## config.mk

```make
export PLATFORM = sky130hd
export DESIGN_NAME = weight_ram_sequencer_flat
export DESIGN_NICKNAME = d
export VERILOG_FILES = /design/src/rtl/weight_ram_sequencer_pkg.sv /design/src/rtl/weight_ram_sequencer_if.sv /design/src/rtl/weight_ram_sequencer_lane_packer.sv /design/src/rtl/weight_ram_sequencer.sv /design/src/flat_wrapper.sv
export SDC_FILE = /design/constraint.sdc
export NUM_CORES = 1
export LEC_CHECK = 0
export ABC_AREA = 1
export BUFFER_PORTS_ARGS = -buffer_cell sky130_fd_sc_hd__buf_2
export CAP_MARGIN = 15
export CORE_MARGIN = 2
export CORE_UTILIZATION = 47
export DETAILED_ROUTE_END_ITERATION = 12
export PLACE_DENSITY = 0.85
export SETUP_SLACK_MARGIN = 0.1
export SYNTH_ARGS = -nofsm -noshare
export SYNTH_HDL_FRONTEND = slang
export SYNTH_SLANG_ARGS = --single-unit
export TNS_END_PERCENT = 100
```

## constraint.sdc

```tcl
create_clock -name i_clk -period 6.54 [get_ports i_clk]
set_clock_uncertainty 0.1 [all_clocks]
set_input_delay 0.654 -clock i_clk [delete_from_list [all_inputs] [get_ports i_clk]]
set_output_delay 0.654 -clock i_clk [all_outputs]
set_load 0.03 [all_outputs]
```

## src/rtl/weight_ram_sequencer_pkg.sv

```systemverilog
// Shared types and constants for the weight RAM sequencer.
// Holds the FSM state enum, the default geometry constants and the
// start-request row-count check used by the top-level controller.
package weight_seq_pkg;

  localparam int LANES_DEF  = 10;  // words per RAM row
  localparam int WIDTH_DEF  = 10;  // bits per weight word
  localparam int ADDR_W_DEF = 7;   // RAM address width

  typedef enum logic [2:0] {
    ST_IDLE      = 3'd0,
    ST_LOAD_FILL = 3'd1,
    ST_LOAD_WR   = 3'd2,
    ST_SCAN_RD   = 3'd3,
    ST_SCAN_WAIT = 3'd4,
    ST_SCAN_OUT  = 3'd5,
    ST_DONE      = 3'd6
  } seq_state_t;

  // A request is serviceable only for 1..depth rows.
  function automatic logic row_ok(input int unsigned n, input int unsigned depth);
    return (n != 0) && (n <= depth);
  endfunction

endpackage

```

## src/rtl/weight_ram_sequencer_if.sv

```systemverilog
// Bus bundle between the weight RAM sequencer and its environment.
// Carries start/status, the serial weight stream, the RAM port and the
// output vector stream. master = sequencer side, slave = environment side.
interface weight_ram_sequencer_if
  import weight_seq_pkg::*;
#(
  parameter int LANES  = LANES_DEF,
  parameter int WIDTH  = WIDTH_DEF,
  parameter int ADDR_W = ADDR_W_DEF
);
  // control / status
  logic                     load_start;
  logic                     scan_start;
  logic [ADDR_W:0]          num_rows;
  logic                     busy;
  logic                     done;
  logic                     err;
  // serial weight input
  logic                     w_valid;
  logic [WIDTH-1:0]         w_data;
  logic                     w_ready;
  // RAM port
  logic [ADDR_W-1:0]        ram_addr;
  logic                     ram_we;
  logic [LANES*WIDTH-1:0]   ram_d;
  logic [LANES*WIDTH-1:0]   ram_q;
  // vector output
  logic                     vec_valid;
  logic [LANES*WIDTH-1:0]   vec_data;
  logic [ADDR_W-1:0]        vec_addr;
  logic                     vec_ready;

  modport master (
    input  load_start, scan_start, num_rows, w_valid, w_data, ram_q, vec_ready,
    output busy, done, err, w_ready, ram_addr, ram_we, ram_d,
           vec_valid, vec_data, vec_addr
  );

  modport slave (
    output load_start, scan_start, num_rows, w_valid, w_data, ram_q, vec_ready,
    input  busy, done, err, w_ready, ram_addr, ram_we, ram_d,
           vec_valid, vec_data, vec_addr
  );
endinterface

```

## src/rtl/weight_ram_sequencer_lane_packer.sv

```systemverilog
// Packs serial weight words into one RAM row (lane 0 = first word).
// Ports: i_clk/i_rst, i_clear (restart at lane 0), i_push (store i_data in
// the current lane), o_row (packed row), o_last (current lane is the final one).
module weight_lane_packer
  import weight_seq_pkg::*;
#(
  parameter int LANES = LANES_DEF,
  parameter int WIDTH = WIDTH_DEF
) (
  input  logic                   i_clk,
  input  logic                   i_rst,
  input  logic                   i_clear,
  input  logic                   i_push,
  input  logic [WIDTH-1:0]       i_data,
  output logic [LANES*WIDTH-1:0] o_row,
  output logic                   o_last
);
  localparam int LANE_W = (LANES > 1) ? $clog2(LANES) : 1;

  logic [LANE_W-1:0]      r_lane;
  logic [LANES*WIDTH-1:0] r_row;
  logic                   w_last;

  assign w_last = (r_lane == LANE_W'(LANES - 1));
  assign o_last = w_last;
  assign o_row  = r_row;

  always_ff @(posedge i_clk) begin
    if (i_rst) begin
      r_lane <= '0;
      r_row  <= '0;
    end else if (i_clear) begin
      r_lane <= '0;
    end else if (i_push) begin
      r_row[r_lane*WIDTH +: WIDTH] <= i_data;
      // Wrap after the final lane so the next row starts at lane 0.
      r_lane <= w_last ? '0 : (r_lane + LANE_W'(1));
    end
  end
endmodule

```

## src/rtl/weight_ram_sequencer.sv

```systemverilog
// Sole master of the WeightRAM port: LOAD packs serial words into rows and
// writes them to rows 0..num_rows-1; SCAN reads them back as vectors.
// Ports: i_clk, i_rst (sync, active-high), io_bus (weight_ram_sequencer_if.master).
module weight_ram_sequencer
  import weight_seq_pkg::*;
#(
  parameter int LANES  = LANES_DEF,
  parameter int WIDTH  = WIDTH_DEF,
  parameter int ADDR_W = ADDR_W_DEF
) (
  input  logic                   i_clk,
  input  logic                   i_rst,
  weight_ram_sequencer_if.master io_bus
);
  localparam int unsigned DEPTH = 1 << ADDR_W;
  localparam logic [ADDR_W:0] ROW_ONE = {{ADDR_W{1'b0}}, 1'b1};

  seq_state_t             r_state;
  seq_state_t             w_state_nxt;
  logic [ADDR_W:0]        r_row;       // one bit wider so row == DEPTH is reachable
  logic [ADDR_W:0]        r_num_rows;
  logic [LANES*WIDTH-1:0] r_vec_data;
  logic [ADDR_W-1:0]      r_vec_addr;
  logic                   r_err;

  logic                   w_err_req;
  logic                   w_accept;
  logic                   w_push;
  logic                   w_last_lane;
  logic                   w_row_last;
  logic                   w_rows_ok;
  logic [LANES*WIDTH-1:0] w_row_vec;

  assign w_rows_ok  = row_ok(32'(io_bus.num_rows), DEPTH);
  assign w_row_last = ((r_row + ROW_ONE) == r_num_rows);
  assign w_push     = (r_state == ST_LOAD_FILL) && io_bus.w_valid;

  weight_lane_packer #(
    .LANES (LANES),
    .WIDTH (WIDTH)
  ) u_packer (
    .i_clk   (i_clk),
    .i_rst   (i_rst),
    .i_clear (w_accept),
    .i_push  (w_push),
    .i_data  (io_bus.w_data),
    .o_row   (w_row_vec),
    .o_last  (w_last_lane)
  );

  always_comb begin
    w_state_nxt = r_state;
    w_err_req   = 1'b0;
    w_accept    = 1'b0;
    case (r_state)
      ST_IDLE: begin
        if (io_bus.load_start) begin
          if (w_rows_ok) begin
            w_state_nxt = ST_LOAD_FILL;
            w_accept    = 1'b1;
          end else begin
            w_err_req = 1'b1;
          end
          // A simultaneous scan request is always dropped.
          if (io_bus.scan_start) w_err_req = 1'b1;
        end else if (io_bus.scan_start) begin
          if (w_rows_ok) begin
            w_state_nxt = ST_SCAN_RD;
            w_accept    = 1'b1;
          end else begin
            w_err_req = 1'b1;
          end
        end
      end
      ST_LOAD_FILL: if (io_bus.w_valid && w_last_lane) w_state_nxt = ST_LOAD_WR;
      ST_LOAD_WR:   w_state_nxt = w_row_last ? ST_DONE : ST_LOAD_FILL;
      ST_SCAN_RD:   w_state_nxt = ST_SCAN_WAIT;
      ST_SCAN_WAIT: w_state_nxt = ST_SCAN_OUT;
      ST_SCAN_OUT:  if (io_bus.vec_ready) w_state_nxt = w_row_last ? ST_DONE : ST_SCAN_RD;
      ST_DONE:      w_state_nxt = ST_IDLE;
      default:      w_state_nxt = ST_IDLE;
    endcase
    // Starts while busy are refused without disturbing the operation.
    if (r_state != ST_IDLE && (io_bus.load_start || io_bus.scan_start)) w_err_req = 1'b1;
  end

  always_ff @(posedge i_clk) begin
    if (i_rst) begin
      r_state    <= ST_IDLE;
      r_row      <= '0;
      r_num_rows <= '0;
      r_vec_data <= '0;
      r_vec_addr <= '0;
      r_err      <= 1'b0;
    end else begin
      r_state <= w_state_nxt;
      r_err   <= w_err_req;
      if (w_accept) begin
        r_num_rows <= io_bus.num_rows;
        r_row      <= '0;
      end else if ((r_state == ST_LOAD_WR) ||
                   (r_state == ST_SCAN_OUT && io_bus.vec_ready)) begin
        r_row <= r_row + ROW_ONE;
      end
      // RAM read data is valid in the cycle after the address was presented.
      if (r_state == ST_SCAN_WAIT) begin
        r_vec_data <= io_bus.ram_q;
        r_vec_addr <= r_row[ADDR_W-1:0];
      end
    end
  end

  assign io_bus.w_ready   = (r_state == ST_LOAD_FILL);
  assign io_bus.ram_we    = (r_state == ST_LOAD_WR);
  assign io_bus.ram_addr  = r_row[ADDR_W-1:0];
  assign io_bus.ram_d     = w_row_vec;
  assign io_bus.vec_valid = (r_state == ST_SCAN_OUT);
  assign io_bus.vec_data  = r_vec_data;
  assign io_bus.vec_addr  = r_vec_addr;
  assign io_bus.busy      = (r_state != ST_IDLE);
  assign io_bus.done      = (r_state == ST_DONE);
  assign io_bus.err       = r_err;
endmodule

```

## src/flat_wrapper.sv

```systemverilog
// flat-port wrapper written by rule: the top's interface ports become plain ports
module weight_ram_sequencer_flat import weight_seq_pkg::*;
#(
  parameter int LANES  = LANES_DEF,
  parameter int WIDTH  = WIDTH_DEF,
  parameter int ADDR_W = ADDR_W_DEF
)
  (i_clk, i_rst, io_bus_load_start, io_bus_scan_start, io_bus_num_rows, io_bus_w_valid, io_bus_w_data, io_bus_ram_q, io_bus_vec_ready, io_bus_busy, io_bus_done, io_bus_err, io_bus_w_ready, io_bus_ram_addr, io_bus_ram_we, io_bus_ram_d, io_bus_vec_valid, io_bus_vec_data, io_bus_vec_addr);
  weight_ram_sequencer_if #(.LANES(LANES), .WIDTH(WIDTH), .ADDR_W(ADDR_W)) io_bus_i ();
  input  logic i_clk;
  input  logic i_rst;
  input wire logic [$bits(io_bus_i.load_start)-1:0] io_bus_load_start;
  input wire logic [$bits(io_bus_i.scan_start)-1:0] io_bus_scan_start;
  input wire logic [$bits(io_bus_i.num_rows)-1:0] io_bus_num_rows;
  input wire logic [$bits(io_bus_i.w_valid)-1:0] io_bus_w_valid;
  input wire logic [$bits(io_bus_i.w_data)-1:0] io_bus_w_data;
  input wire logic [$bits(io_bus_i.ram_q)-1:0] io_bus_ram_q;
  input wire logic [$bits(io_bus_i.vec_ready)-1:0] io_bus_vec_ready;
  output wire logic [$bits(io_bus_i.busy)-1:0] io_bus_busy;
  output wire logic [$bits(io_bus_i.done)-1:0] io_bus_done;
  output wire logic [$bits(io_bus_i.err)-1:0] io_bus_err;
  output wire logic [$bits(io_bus_i.w_ready)-1:0] io_bus_w_ready;
  output wire logic [$bits(io_bus_i.ram_addr)-1:0] io_bus_ram_addr;
  output wire logic [$bits(io_bus_i.ram_we)-1:0] io_bus_ram_we;
  output wire logic [$bits(io_bus_i.ram_d)-1:0] io_bus_ram_d;
  output wire logic [$bits(io_bus_i.vec_valid)-1:0] io_bus_vec_valid;
  output wire logic [$bits(io_bus_i.vec_data)-1:0] io_bus_vec_data;
  output wire logic [$bits(io_bus_i.vec_addr)-1:0] io_bus_vec_addr;
  assign io_bus_i.load_start = io_bus_load_start;
  assign io_bus_i.scan_start = io_bus_scan_start;
  assign io_bus_i.num_rows = io_bus_num_rows;
  assign io_bus_i.w_valid = io_bus_w_valid;
  assign io_bus_i.w_data = io_bus_w_data;
  assign io_bus_i.ram_q = io_bus_ram_q;
  assign io_bus_i.vec_ready = io_bus_vec_ready;
  assign io_bus_busy = io_bus_i.busy;
  assign io_bus_done = io_bus_i.done;
  assign io_bus_err = io_bus_i.err;
  assign io_bus_w_ready = io_bus_i.w_ready;
  assign io_bus_ram_addr = io_bus_i.ram_addr;
  assign io_bus_ram_we = io_bus_i.ram_we;
  assign io_bus_ram_d = io_bus_i.ram_d;
  assign io_bus_vec_valid = io_bus_i.vec_valid;
  assign io_bus_vec_data = io_bus_i.vec_data;
  assign io_bus_vec_addr = io_bus_i.vec_addr;
  weight_ram_sequencer #(.LANES(LANES), .WIDTH(WIDTH), .ADDR_W(ADDR_W)) u_core (.i_clk(i_clk), .i_rst(i_rst), .io_bus(io_bus_i));
endmodule
```

; Word level (Yosys, flattened, before mapping)
; Index checks and enable logic that the tools add are counted.
[totals]
inputBits = 124
out_inout_bits = 220
wordCells = 62
ff_bits = 231
[classes]
mux = 21
n_eq_ne = 12
reduce_logical = 13
addsub = 3
mul = 1
shifts = 2
bitwise_logic = 1
magnitude_cmp = 1
[op_table]
columns = cell, count
row1 = $bwmux 100, 1
row2 = $shift 10x34->100 const A, 1
row3 = $shiftx 10x34->100, 1
row4 = $neg 8->34, 1
row5 = $mux 3, 8
row6 = $pmux 3 s6, 1
row7 = $mux 1, 10
row8 = $eq 3x3->1 const B, 3
row9 = $add 8x1->8 const B, 1
row10 = $eq 8x8->1, 1
row11 = $le 8x8->1 const B, 1
row12 = $reduce_bool 8->1, 1
row13 = $mul 4x3->7 const B, 1
row14 = $eq 3x2->1 const B, 2
row15 = $logic_and 1x1->1, 5
row16 = $add 4x1->4 const B, 1
row17 = $eq 4x4->1 const B, 1
row18 = $mux 4, 1
row19 = $ne 2x1->1 const B, 2
row20 = $reduce_and 4->1, 1
row21 = $eq 3x1->1 const B, 1
row22 = $logic_not 3->1, 1
row23 = $ne 3x3->1 const B, 1
row24 = $reduce_bool 3->1, 1
row25 = 5 further kinds, 6

; Logic depth before layout (Yosys ltp)
; Gate-level depths: netlist (run 1).
[logic_depth]
depth_word = 8
mapped_depth = 19
depth_no_buf = 19

; Modules after synthesis
; Synthesis (run 1) repeated with hierarchy kept, for this count alone.
[unflattened]
cells_unflattened = 1620
area_unflattened_um2 = 10964.3
[by_module_without_submodules]
columns = mod, area_per_inst_um2, seq_area_each_um2, cells_each, n_inst
row1 = weight_lane_packer, 6063.3, 2082.0, 960, 1
row2 = weight_ram_sequencer, 4901.0, 2542.4, 660, 1

; Worst setup path after synthesis (run 1)
; OpenSTA, ideal clock, no wires.
[synth_path]
path_type = register -> register
from = register u_core.u_packer.r_lane[1]
to = register u_core.u_packer.r_row[0] (netlist: u_core.u_packer.o_row[0])
setup_time_ns = 0.115
arrival_ns = 2.822
path_stages_with_launch = 12
period_less_slack_ns = 3.036
n_path_buf = 1
path_slack_ns = 3.504
required_time_ns = 6.325
path_cell_list = dfxtp_1 > ha_1 > ha_1 > fa_1 > nor2_1 > nand3_1 > nor2_1 > ha_1 > clkbuf_1 > nor4_1 > a21oi_1 > o21a_1
[synth_between]
elab_chain_len = 4
elab_cells_between_ends = 5
classes_between = add/sub: 1 / mul: 1 / shift: 2 / mux: 1
[synth_rtl]
columns = element, line
row1 = from (decl), weight_ram_sequencer_lane_packer.sv:20  ; logic [LANE_W-1:0] r_lane;
row2 = from (signal assigned), weight_ram_sequencer_lane_packer.sv:37  ; r_lane <= w_last ? '0 : (r_lane + LANE_W'(1));
row3 = $mul 4x3->7 (*), weight_ram_sequencer_lane_packer.sv:35  ; r_row[r_lane*WIDTH +: WIDTH] <= i_data;
row4 = $neg 8->34 (*), weight_ram_sequencer_lane_packer.sv:35
row5 = $shiftx 10x34->100 / $shift 10x34->100 (equally long branches), weight_ram_sequencer_lane_packer.sv:35
row6 = $bwmux 100 (*), weight_ram_sequencer_lane_packer.sv:35
row7 = "to (signal, indexed assignment)", weight_ram_sequencer_lane_packer.sv:35
row8 = to (decl), weight_ram_sequencer_lane_packer.sv:21  ; logic [LANES*WIDTH-1:0] r_row;
; Mark *: on every way between the ends. The rest lies on a longest branch, timed or not.
; A chain may end at the register's enable or synchronous reset.

; Final worst setup path (run 1)
[layout_path]
from = register u_core.u_packer.r_lane[0]
to = register u_core.u_packer.r_row[43] (netlist: u_core.u_packer.o_row[43])
; The elaborated chain is that of the path after synthesis.

==> results.py, run 1 <==
metrics = {
    "synthesis": {
        "synth.area.top_cells": "dfxtp_1, nor2_1, nand2_1",
        "synth_cell_types": 44,
        "ys_top_cells_by_count": "nor2_1, nand2_1, dfxtp_1",
        "avgSynthCellArea_um2": 6.665,
        "mappedNetlistArea_um2": 11020,
        "synth-edff-count": 0,
        "yosysSeqAreaShare": 0.4197,
        "synth_seq_cells": 231,
        "synthCells": 1653,
        "synth.most_common_cell": "nor2_1",
        "ys_warn_count": 0,
        "async_flop_share": 0,
        "syn-num-nets": 1787,
        "ys.flop_type": "dfxtp_1",
        "yosysTopAreaCell": "dfxtp_1",
        "synth_top_area_share": 0.4197,
    },
    "setup_path": {
        "worst_path_most_repeated_cell": "ha_1",
        "arrival_ns": 4.57,
        "r2r-start": "u_core.u_packer.r_lane[0]$_SDFFE_PP0P_",
        "crit_slowest_cell": "dfxtp_1",
        "path_cells": "ha_1 -> ha_1 -> fa_1 -> nor2_1 -> nand3_1 -> nor2_1 -> ha_1 -> inv_1 -> nor2_4 -> nand2_4 -> nor2_4 -> nand3_1 -> o21ai_0 -> a21oi_1",
        "cp_max_fo": 21,
        "reg2reg_slack_ns": 2.28,
        "rr_worst_depth": 14,
        "reg2reg_to": "u_core.u_packer.o_row[43]$_SDFFE_PP0P_",
        "cp-start-kind": "flop",
        "end_kind": "flop",
        "worst_ep_required_time_ns": 6.85,
        "critPathMaxStageDelay_ns": 0.79,
        "crit_type": "flop to flop",
    },
    "placement": {
        "globalplace.congestion": 1.010,
        "portBuffers": 343,
        "dp.cells": 2234,
        "placedInstanceArea_um2": 12790,
        "dp_hpwl_um": 27090,
    },
    "route": {
        "drtPass1Iterations": 8,
        "ant_nets": 0,
        "vias": 12080,
        "drc": 0,
        "vias_per_cell": 5.295,
        "routed_wl_um": 37460,
        "dr.first_iter.drc_count": 1061,
        "post_drt_wl_per_cell_um": 16.42,
    },
    "outcome": {
        "status": "finished, final reports clean",
    },
    "power": {
        "p_switching_w": 0.001654,
        "power_leakage_nw": 7.024,
        "switching_share": 0.3801,
        "ir_worst_vdd_v": 0.0002310,
        "intPower_w": 0.002698,
        "clock_power_share": 0.348,
        "power_frac_seq": 0.349,
        "totalPowerFinal_w": 0.004351,
        "p_per_area_nw_per_um2": 318.3,
        "p_comb_frac": 0.303,
    },
    "sta": {
        "finalHoldViolCount": 0,
        "worstMarginPinSlew_ns": 1.177,
        "rsz0062_at_grt": "false",
        "fin_setup_tns_ns": 0,
        "timing.fmax_mhz": 234.9,
        "fin_crit_sh": 0.6509,
        "maxSlewViolCount": 0,
        "slew_headroom": 0.2121,
        "fin_crit_ns": 4.257,
        "finalSetupViolCount": 0,
    },
    "clock_tree": {
        "cts_tree": "done",
        "postCtsSetupRepairBufs": 0,
        "cts_buffers": 25,
        "cts-resized-gates": 0,
        "ctsLongestPathBuffers": 3,
        "htreeDepth": 1,
        "hold_buffers": 0,
        "cts_sinks": 231,
        "clk_latency_ns": 0.53,
        "clk_pin_slew_ns": 0.06,
        "root_buffer": "clkbuf_16",
    },
    "global_routing": {
        "grt_use_total": 0.2855,
        "grt_max_degree": 116,
        "antenna_found_initial": 3,
        "grt_pass1_wl_um": 56440,
        "overflow": 0,
        "grt_pass1_vias": 11010,
    },
    "worst_hold_path": {
        "min_from": "io_bus_ram_q[2]",
        "worstHoldPathCells": 3,
        "hold_end": "u_core.io_bus.vec_data[2]$_SDFFE_PP0N_",
        "hp-class": "input port to flop",
    },
    "floorplanning": {
        "rows": 56,
        "coreArea_um2": 23260,
        "io_pins": 344,
        "die_area_um2": 24680,
        "initial_core_util": 0.4736,
        "die_x_um": 157.1,
        "die_h_um": 157.1,
    },
    "final_layout": {
        "area_growth_syn_to_layout_pct": 24.09,
        "fin_cells": 2281,
        "fin_area_um2": 13670,
        "drive_gt1_frac": 0.2223,
        "nets": 2076,
    },
    "run": {
        "max-cap-violations": 0,
    },
}
[stage by stage]
step	worst slack [ns]	hold WS, ns	utilization
after floorplan	3.504	0.3371	-
after detailed placement	2.420	0.3449	0.5499
after global placement	2.541	0.3423	0.5499
final	2.283	0.2461	0.5877
after CTS	2.363	0.2335	0.5876
after global routing	1.944	0.2419	0.5876
[worst max-delay path by stage]
stage | to | start | slack, ns | cells after the start
global placement | u_core.u_packer.o_row[65]$_SDFFE_PP0P_ | u_core.u_packer.r_lane[0]$_SDFFE_PP0P_ | 2.54 | 15
floorplan | u_core.u_packer.o_row[0]$_SDFFE_PP0P_ | u_core.u_packer.r_lane[1]$_SDFFE_PP0P_ | 3.50 | 11
detailed placement | u_core.u_packer.o_row[65]$_SDFFE_PP0P_ | u_core.u_packer.r_lane[0]$_SDFFE_PP0P_ | 2.42 | 15
CTS | u_core.u_packer.o_row[43]$_SDFFE_PP0P_ | u_core.u_packer.r_lane[0]$_SDFFE_PP0P_ | 2.36 | 14
finish | u_core.u_packer.o_row[43]$_SDFFE_PP0P_ | u_core.u_packer.r_lane[0]$_SDFFE_PP0P_ | 2.28 | 14
global route | u_core.u_packer.o_row[43]$_SDFFE_PP0P_ | u_core.u_packer.r_lane[0]$_SDFFE_PP0P_ | 1.94 | 8
[logic make-up after synthesis]
logic type,synth area share
xor+xnor,0.009653
simple gates,0.3278
fa+ha+maj,0.01204
compound gates,0.1424
flops,0.4197
buf+inv,0.08835
[metal layers]
metal / up-vias / track usage / share of wire
met3: 137 / 0.06718 / 0.093
met4: 0 / 0.1532 / 0.058
met5: - / 0 / 0
met2: 653 / 0.4833 / 0.47
met1: 5417 / 0.3353 / 0.38
li1: 5871 / - / -
[layout by cell type (no fill, tap or decap), types with 10 or more instances in the layout]
master / synthesis / final
nand2_1: 334 / 334
inv_2: 10 / 10
nand4_1: 20 / 20
dfxtp_1: 231 / 231
o21ai_0: 182 / 182
nor3_1: 13 / 13
clkbuf_16: 0 / 25
inv_1: 142 / 140
buf_2: 10 / 343
o21ai_1: 12 / 12
nor2_1: 340 / 339
a21oi_1: 86 / 86
nand3_1: 122 / 122
[critical path: cells and delay by family, from the launching register on]
kind	cells	cell delay, ns
AO/OA/AOI/OAI	2	0.35
buffers and inverters	1	0.19
flip-flops	1	0.79
AND/OR/NAND/NOR	7	1.39
adder cells (fa/ha/maj)	4	1.33
[flip-flops by register name, summed over array words and instances (netlist names)]
name	flops
u_core.r_state	3
u_core.u_packer.o_row	100
u_core.io_bus.err	1
u_core.io_bus.vec_data	100
u_core.io_bus.vec_addr	7
u_core.r_num_rows	8
u_core.u_packer.r_lane	4
u_core.r_row	8
[power groups by stage]
stage               registers, W  logic [W]  clock network, W
finish                   0.00152    0.00132           0.00151
global route             0.00153    0.00142           0.00159
CTS                      0.00152    0.00128           0.00153
detailed placement       0.00155    0.00128                 0
floorplan                0.00164   0.000838                 0
global placement         0.00155    0.00127                 0
[area by class of cell]
type,instances,area (um2)
clock inverter,13,182.7
clock buffer,33,695.7
inverter,153,578.1
tap,319,399.1
multi-input combinational,1182,5428
sequential,231,4624
fill,2247,9590
antenna,1,2.502
timing repair buffer,349,1762
Note: power is estimated with default switching activity, not from simulation.
==> inputs of run 2 (changes only) <==
clock period = 4.3 ns   (was 6.54 ns; I/O delays follow)
==> results.py, run 2 (synthesized netlist as in run 1, its figures left out) <==
metrics = {
    "sta": {
        "layout_setup_ws_ns": 0.3769,
        "maxSlewViolCount": 0,
        "fin_crit_ns": 3.923,
        "fin_crit_sh": 0.9124,
        "finalSetupViolCount": 0,
        "finalHoldViolCount": 0,
        "rsz0062_at_grt": "false",
        "worstMarginPinSlew_ns": 1.037,
        "timing.fmax_mhz": 254.9,
        "slew_headroom": 0.3086,
        "fin_setup_tns_ns": 0,
    },
    "route": {
        "vias_per_cell": 5.263,
        "drc": 0,
        "dr.first_iter.drc_count": 1096,
        "post_drt_wl_per_cell_um": 16.37,
        "vias": 12130,
        "routed_wl_um": 37710,
        "ant_nets": 0,
        "drtPass1Iterations": 8,
    },
    "global_routing": {
        "grt_use_total": 0.2890,
        "antenna_found_initial": 3,
        "grt_pass1_wl_um": 56960,
        "grt_max_degree": 115,
        "grt_pass1_vias": 11160,
        "overflow": 0,
    },
    "outcome": {
        "status": "finished, final reports clean",
    },
    "placement": {
        "portBuffers": 343,
        "dp_hpwl_um": 27540,
        "preCtsSetupSlack_ns": 0.3739,
        "globalplace.congestion": 0.9835,
    },
    "floorplanning": {
        "coreArea_um2": 23260,
        "die_area_um2": 24680,
        "initial_core_util": 0.4736,
        "die_h_um": 157.1,
        "io_pins": 344,
        "die_x_um": 157.1,
        "rows": 56,
    },
    "setup_path": {
        "reg2reg_to": "u_core.u_packer.o_row[64]$_SDFFE_PP0P_",
        "cp-start-kind": "flop",
        "reg2reg_slack_ns": 0.38,
        "crit_start": "u_core.u_packer.r_lane[3]$_SDFFE_PP0P_",
        "rr_worst_depth": 16,
        "crit_type": "flop to flop",
        "r2r-start": "u_core.u_packer.r_lane[3]$_SDFFE_PP0P_",
        "cp_max_fo": 11,
        "end_kind": "flop",
        "worst_ep_required_time_ns": 4.67,
        "arrival_ns": 4.29,
    },
    "clock_tree": {
        "ctsLongestPathBuffers": 3,
        "clk_pin_slew_ns": 0.06,
        "root_buffer": "clkbuf_16",
        "htreeDepth": 1,
        "cts_buffers": 25,
        "clk_latency_ns": 0.53,
        "cts_sinks": 231,
        "cts_tree": "done",
        "cts-resized-gates": 0,
    },
    "power": {
        "ir_worst_vdd_v": 0.0003810,
        "p_per_area_nw_per_um2": 477.5,
        "totalPowerFinal_w": 0.006622,
        "power_leakage_nw": 7.132,
    },
    "worst_hold_path": {
        "worstHoldPathCells": 3,
        "min_from": "io_bus_ram_q[98]",
        "hp-class": "input port to flop",
        "hold_end": "u_core.io_bus.vec_data[98]$_SDFFE_PP0N_",
    },
    "final_layout": {
        "layout_common_cells": "buf_2, nor2_1, nand2_1, dfxtp_1, o21ai_0",
        "layout_commonest_cell": "buf_2",
        "area_growth_syn_to_layout_pct": 25.87,
        "drive_gt1_frac": 0.2293,
        "nets": 2100,
    },
    "run": {
        "max-cap-violations": 0,
    },
}
==> run 2: changes by cell type in the layout (fill, tap and decap cells not counted), moves of 2 or more <==
cell | previous run | this run
dlygate4sd3_1 | 0 | 5
inv_6 | 3 | 0
bufinv_16 | 4 | 2
buf_4 | 6 | 24
clkbuf_8 | 4 | 8
clkinv_2 | 5 | 3
==> run 2: what timing repair did <==
action | CTS | global route
endpoints found under the hold margin | 5 | 0
hold buffers | 5 | 0
setup buffers | 0 | 3
setup endpoints to repair | 0 | 5
==> run 2: layout make-up <==
type / instances / area [um2]
sequential: 231 / 4624
fill: 2126 / 9394
inverter: 153 / 578.1
timing repair buffer: 373 / 1967
clock inverter: 9 / 122.6
tap: 319 / 399.1
clock buffer: 36 / 747.0
antenna: 1 / 2.502
multi-input combinational: 1182 / 5428
==> run 2: worst max path at each step <==
stage,end,depth (start not counted)
floorplan,u_core.u_packer.o_row[0]$_SDFFE_PP0P_,11
global placement,u_core.u_packer.o_row[64]$_SDFFE_PP0P_,15
detailed placement,u_core.u_packer.o_row[46]$_SDFFE_PP0P_,14
CTS,u_core.u_packer.o_row[46]$_SDFFE_PP0P_,14
global route,u_core.u_packer.o_row[65]$_SDFFE_PP0P_,16
finish,u_core.u_packer.o_row[64]$_SDFFE_PP0P_,16
==> run 2: power by group <==
group          internal [W]  switching [W]
combinational      0.000534        0.00154
sequential          0.00225      0.0000585
clock               0.00133       0.000904
total               0.00411        0.00251
==> run 2: critical path, cell delays in order, from the launching register on <==
cell and delay (ns):
dfxtp_1 0.50, ha_1 0.30, ha_1 0.25, fa_1 0.53, nor2_1 0.06, nand3_1 0.13
nor2_1 0.06, ha_1 0.52, inv_1 0.18, nor2_4 0.22, nand2_4 0.12, nor2_4 0.17
buf_12 0.13, inv_1 0.05, nor2_1 0.23, o21ai_0 0.15, a21oi_1 0.16
==> run 2: metal layers <==
layer  GRT usage  wire length [um]  up-vias
met5           0                 7        -
met4      0.1567              2239        2
met3     0.07269              3447      138
met2      0.4891             17760      628
met1      0.3359             14260     5449
li1            -                 -     5910
==> run 2: stage by stage <==
stage	cell area, um2	utilization	hold WS [ns]	std cells
after floorplan	11020	-	0.3371	1653
final	13870	0.5962	0.01377	2304
after CTS	13830	0.5946	0.0007841	2300
after detailed placement	12910	0.5550	0.3459	2250
after global routing	13870	0.5961	0.00002609	2303
after global placement	12910	0.5550	0.3378	2250
==> inputs of run 3 (changes only) <==
clock period = 4.5 ns   (was 4.3 ns; I/O delays follow)
==> results.py, run 3 (synthesized netlist as in run 1, its figures left out) <==
metrics = {
    "route": {
        "wl_met3_um": 3221,
        "vias": 12140,
        "drc": 0,
        "post_drt_wl_per_cell_um": 16.20,
        "dr.first_iter.drc_count": 1116,
        "routed_wl_um": 37100,
        "drtPass1Iterations": 6,
        "wl_met2_um": 17600,
        "vias_per_cell": 5.300,
        "met1_length_um": 14310,
        "ant_nets": 0,
        "highest_layer": "met5",
    },
    "placement": {
        "portBuffers": 343,
        "dp_hpwl_um": 26970,
        "globalplace.congestion": 0.9859,
        "dp.cells": 2245,
    },
    "clock_tree": {
        "postCtsSetupRepairBufs": 0,
        "cts_tree": "done",
        "cts-resized-gates": 0,
        "hold_buffers": 0,
        "clk_pin_slew_ns": 0.06,
        "ctsLongestPathBuffers": 3,
        "clk_latency_ns": 0.52,
        "cts_buffers": 25,
        "cts_sinks": 231,
        "htreeDepth": 1,
        "root_buffer": "clkbuf_16",
    },
    "power": {
        "power_leakage_nw": 7.053,
        "p_per_area_nw_per_um2": 456.6,
        "totalPowerFinal_w": 0.006256,
        "ir_worst_vdd_v": 0.0002988,
    },
    "global_routing": {
        "antenna_found_initial": 1,
        "grt_max_degree": 115,
        "grt_use_total": 0.2842,
        "grt_pass1_wl_um": 56450,
        "overflow": 0,
        "grt_pass1_vias": 11060,
    },
    "final_layout": {
        "area_growth_syn_to_layout_pct": 24.35,
        "nets": 2087,
        "layout_commonest_cell": "buf_2",
        "finish.utilization": 0.5890,
        "layout_common_cells": "buf_2, nor2_1, nand2_1, dfxtp_1, o21ai_0",
        "fin_cells": 2290,
        "drive_gt1_frac": 0.2249,
        "fill_cells": 2205,
    },
    "sta": {
        "worstMarginPinSlew_ns": 1.010,
        "finalSetupViolCount": 0,
        "rsz0062_at_grt": "false",
        "fin_setup_tns_ns": 0,
        "fin_crit_ns": 3.980,
        "finalHoldViolCount": 0,
        "timing.fmax_mhz": 251.2,
        "fin_hold_ws_ns": 0.03887,
        "fin_crit_sh": 0.8845,
        "maxSlewViolCount": 0,
        "slew_headroom": 0.3266,
    },
    "setup_path": {
        "reg2reg_slack_ns": 0.52,
        "arrival_ns": 4.30,
        "cp_max_fo": 15,
        "r2r-start": "u_core.u_packer.r_lane[3]$_SDFFE_PP0P_",
        "reg2reg_to": "u_core.u_packer.o_row[44]$_SDFFE_PP0P_",
        "worst_ep_required_time_ns": 4.82,
        "cp-start-kind": "flop",
        "end_kind": "flop",
        "crit_type": "flop to flop",
        "rr_worst_depth": 14,
    },
    "worst_hold_path": {
        "min_from": "io_bus_ram_q[94]",
        "hp-class": "input port to flop",
        "hold_end": "u_core.io_bus.vec_data[94]$_SDFFE_PP0N_",
        "worstHoldPathCells": 3,
    },
    "floorplanning": {
        "die_h_um": 157.1,
        "io_pins": 344,
        "die_area_um2": 24680,
        "die_x_um": 157.1,
        "initial_core_util": 0.4736,
        "rows": 56,
        "coreArea_um2": 23260,
    },
    "outcome": {
        "status": "finished, final reports clean",
    },
    "run": {
        "max-cap-violations": 0,
    },
}
## run 3: changes by cell type in the layout (fill, tap and decap cells not counted), sizes merged
| cell | before | now |
|---|---|---|
| clkinvlp | 2 | 0 |
| clkinv | 6 | 9 |
| dlygate4sd3 | 5 | 0 |
| buf | 368 | 360 |
| bufinv | 2 | 3 |
| clkbuf | 36 | 33 |
## run 3: worst max-delay path, cell delays in order, from the launching register on
cell and delay [ns]:
dfxtp_1 0.50, ha_1 0.30, ha_1 0.24, fa_1 0.53, nor2_1 0.07, nand3_1 0.11, nor2_1 0.06, ha_1 0.51
inv_1 0.18, nor2_4 0.23, nand2_4 0.12, nor2_4 0.36, nand3_1 0.23, o21ai_0 0.26, nor2_1 0.07
## run 3: how the worst max path moves through the flow
stage	end	slack (ns)	from
after floorplan	u_core.u_packer.o_row[0]$_SDFFE_PP0P_	1.46	u_core.u_packer.r_lane[1]$_SDFFE_PP0P_
after global placement	u_core.u_packer.o_row[64]$_SDFFE_PP0P_	0.72	u_core.u_packer.r_lane[3]$_SDFFE_PP0P_
after detailed placement	u_core.u_packer.o_row[65]$_SDFFE_PP0P_	0.60	u_core.u_packer.r_lane[3]$_SDFFE_PP0P_
after CTS	u_core.u_packer.o_row[44]$_SDFFE_PP0P_	0.57	u_core.u_packer.r_lane[3]$_SDFFE_PP0P_
after global routing	u_core.u_packer.o_row[65]$_SDFFE_PP0P_	0.27	u_core.u_packer.r_lane[3]$_SDFFE_PP0P_
final	u_core.u_packer.o_row[44]$_SDFFE_PP0P_	0.52	u_core.u_packer.r_lane[3]$_SDFFE_PP0P_
## run 3: per-layer routing
| layer | vias up | global-route usage |
|---|---|---|
| met4 | 2 | 0.1398 |
| met2 | 607 | 0.4835 |
| met3 | 119 | 0.06553 |
| li1 | 5894 | - |
| met1 | 5515 | 0.3377 |
| met5 | - | 0 |
## run 3: per-stage QoR
step           worst slack, ns  cell area [um2]
2_1_floorplan            1.464            11020
3_3_place_gp            0.7185            12870
3_5_place_dp            0.6009            12870
4_1_cts                 0.5692            13700
5_1_grt                 0.2702            13700
6_report                0.5197            13700
## run 3: layout make-up
| cell class | instances | area, um2 | share of cell area |
|---|---|---|---|
| multi-input cells | 1182 | 5428 | 0.3962 |
| flip-flops and latches | 231 | 4624 | 0.3375 |
| repair buffers | 360 | 1844 | 0.1346 |
| clock buffers | 33 | 675.6 | 0.04932 |
| inverters | 153 | 578.1 | 0.04219 |
| well taps | 319 | 399.1 | 0.02913 |
| clock inverters | 11 | 148.9 | 0.01087 |
| diodes | 1 | 2.502 | 0.0001826 |
## run 3: power breakdown
part	switching, W	total [W]	internal [W]
logic	0.00147	0.00196	0.000490
registers	0.0000559	0.00220	0.00215
clock network	0.000862	0.00209	0.00123
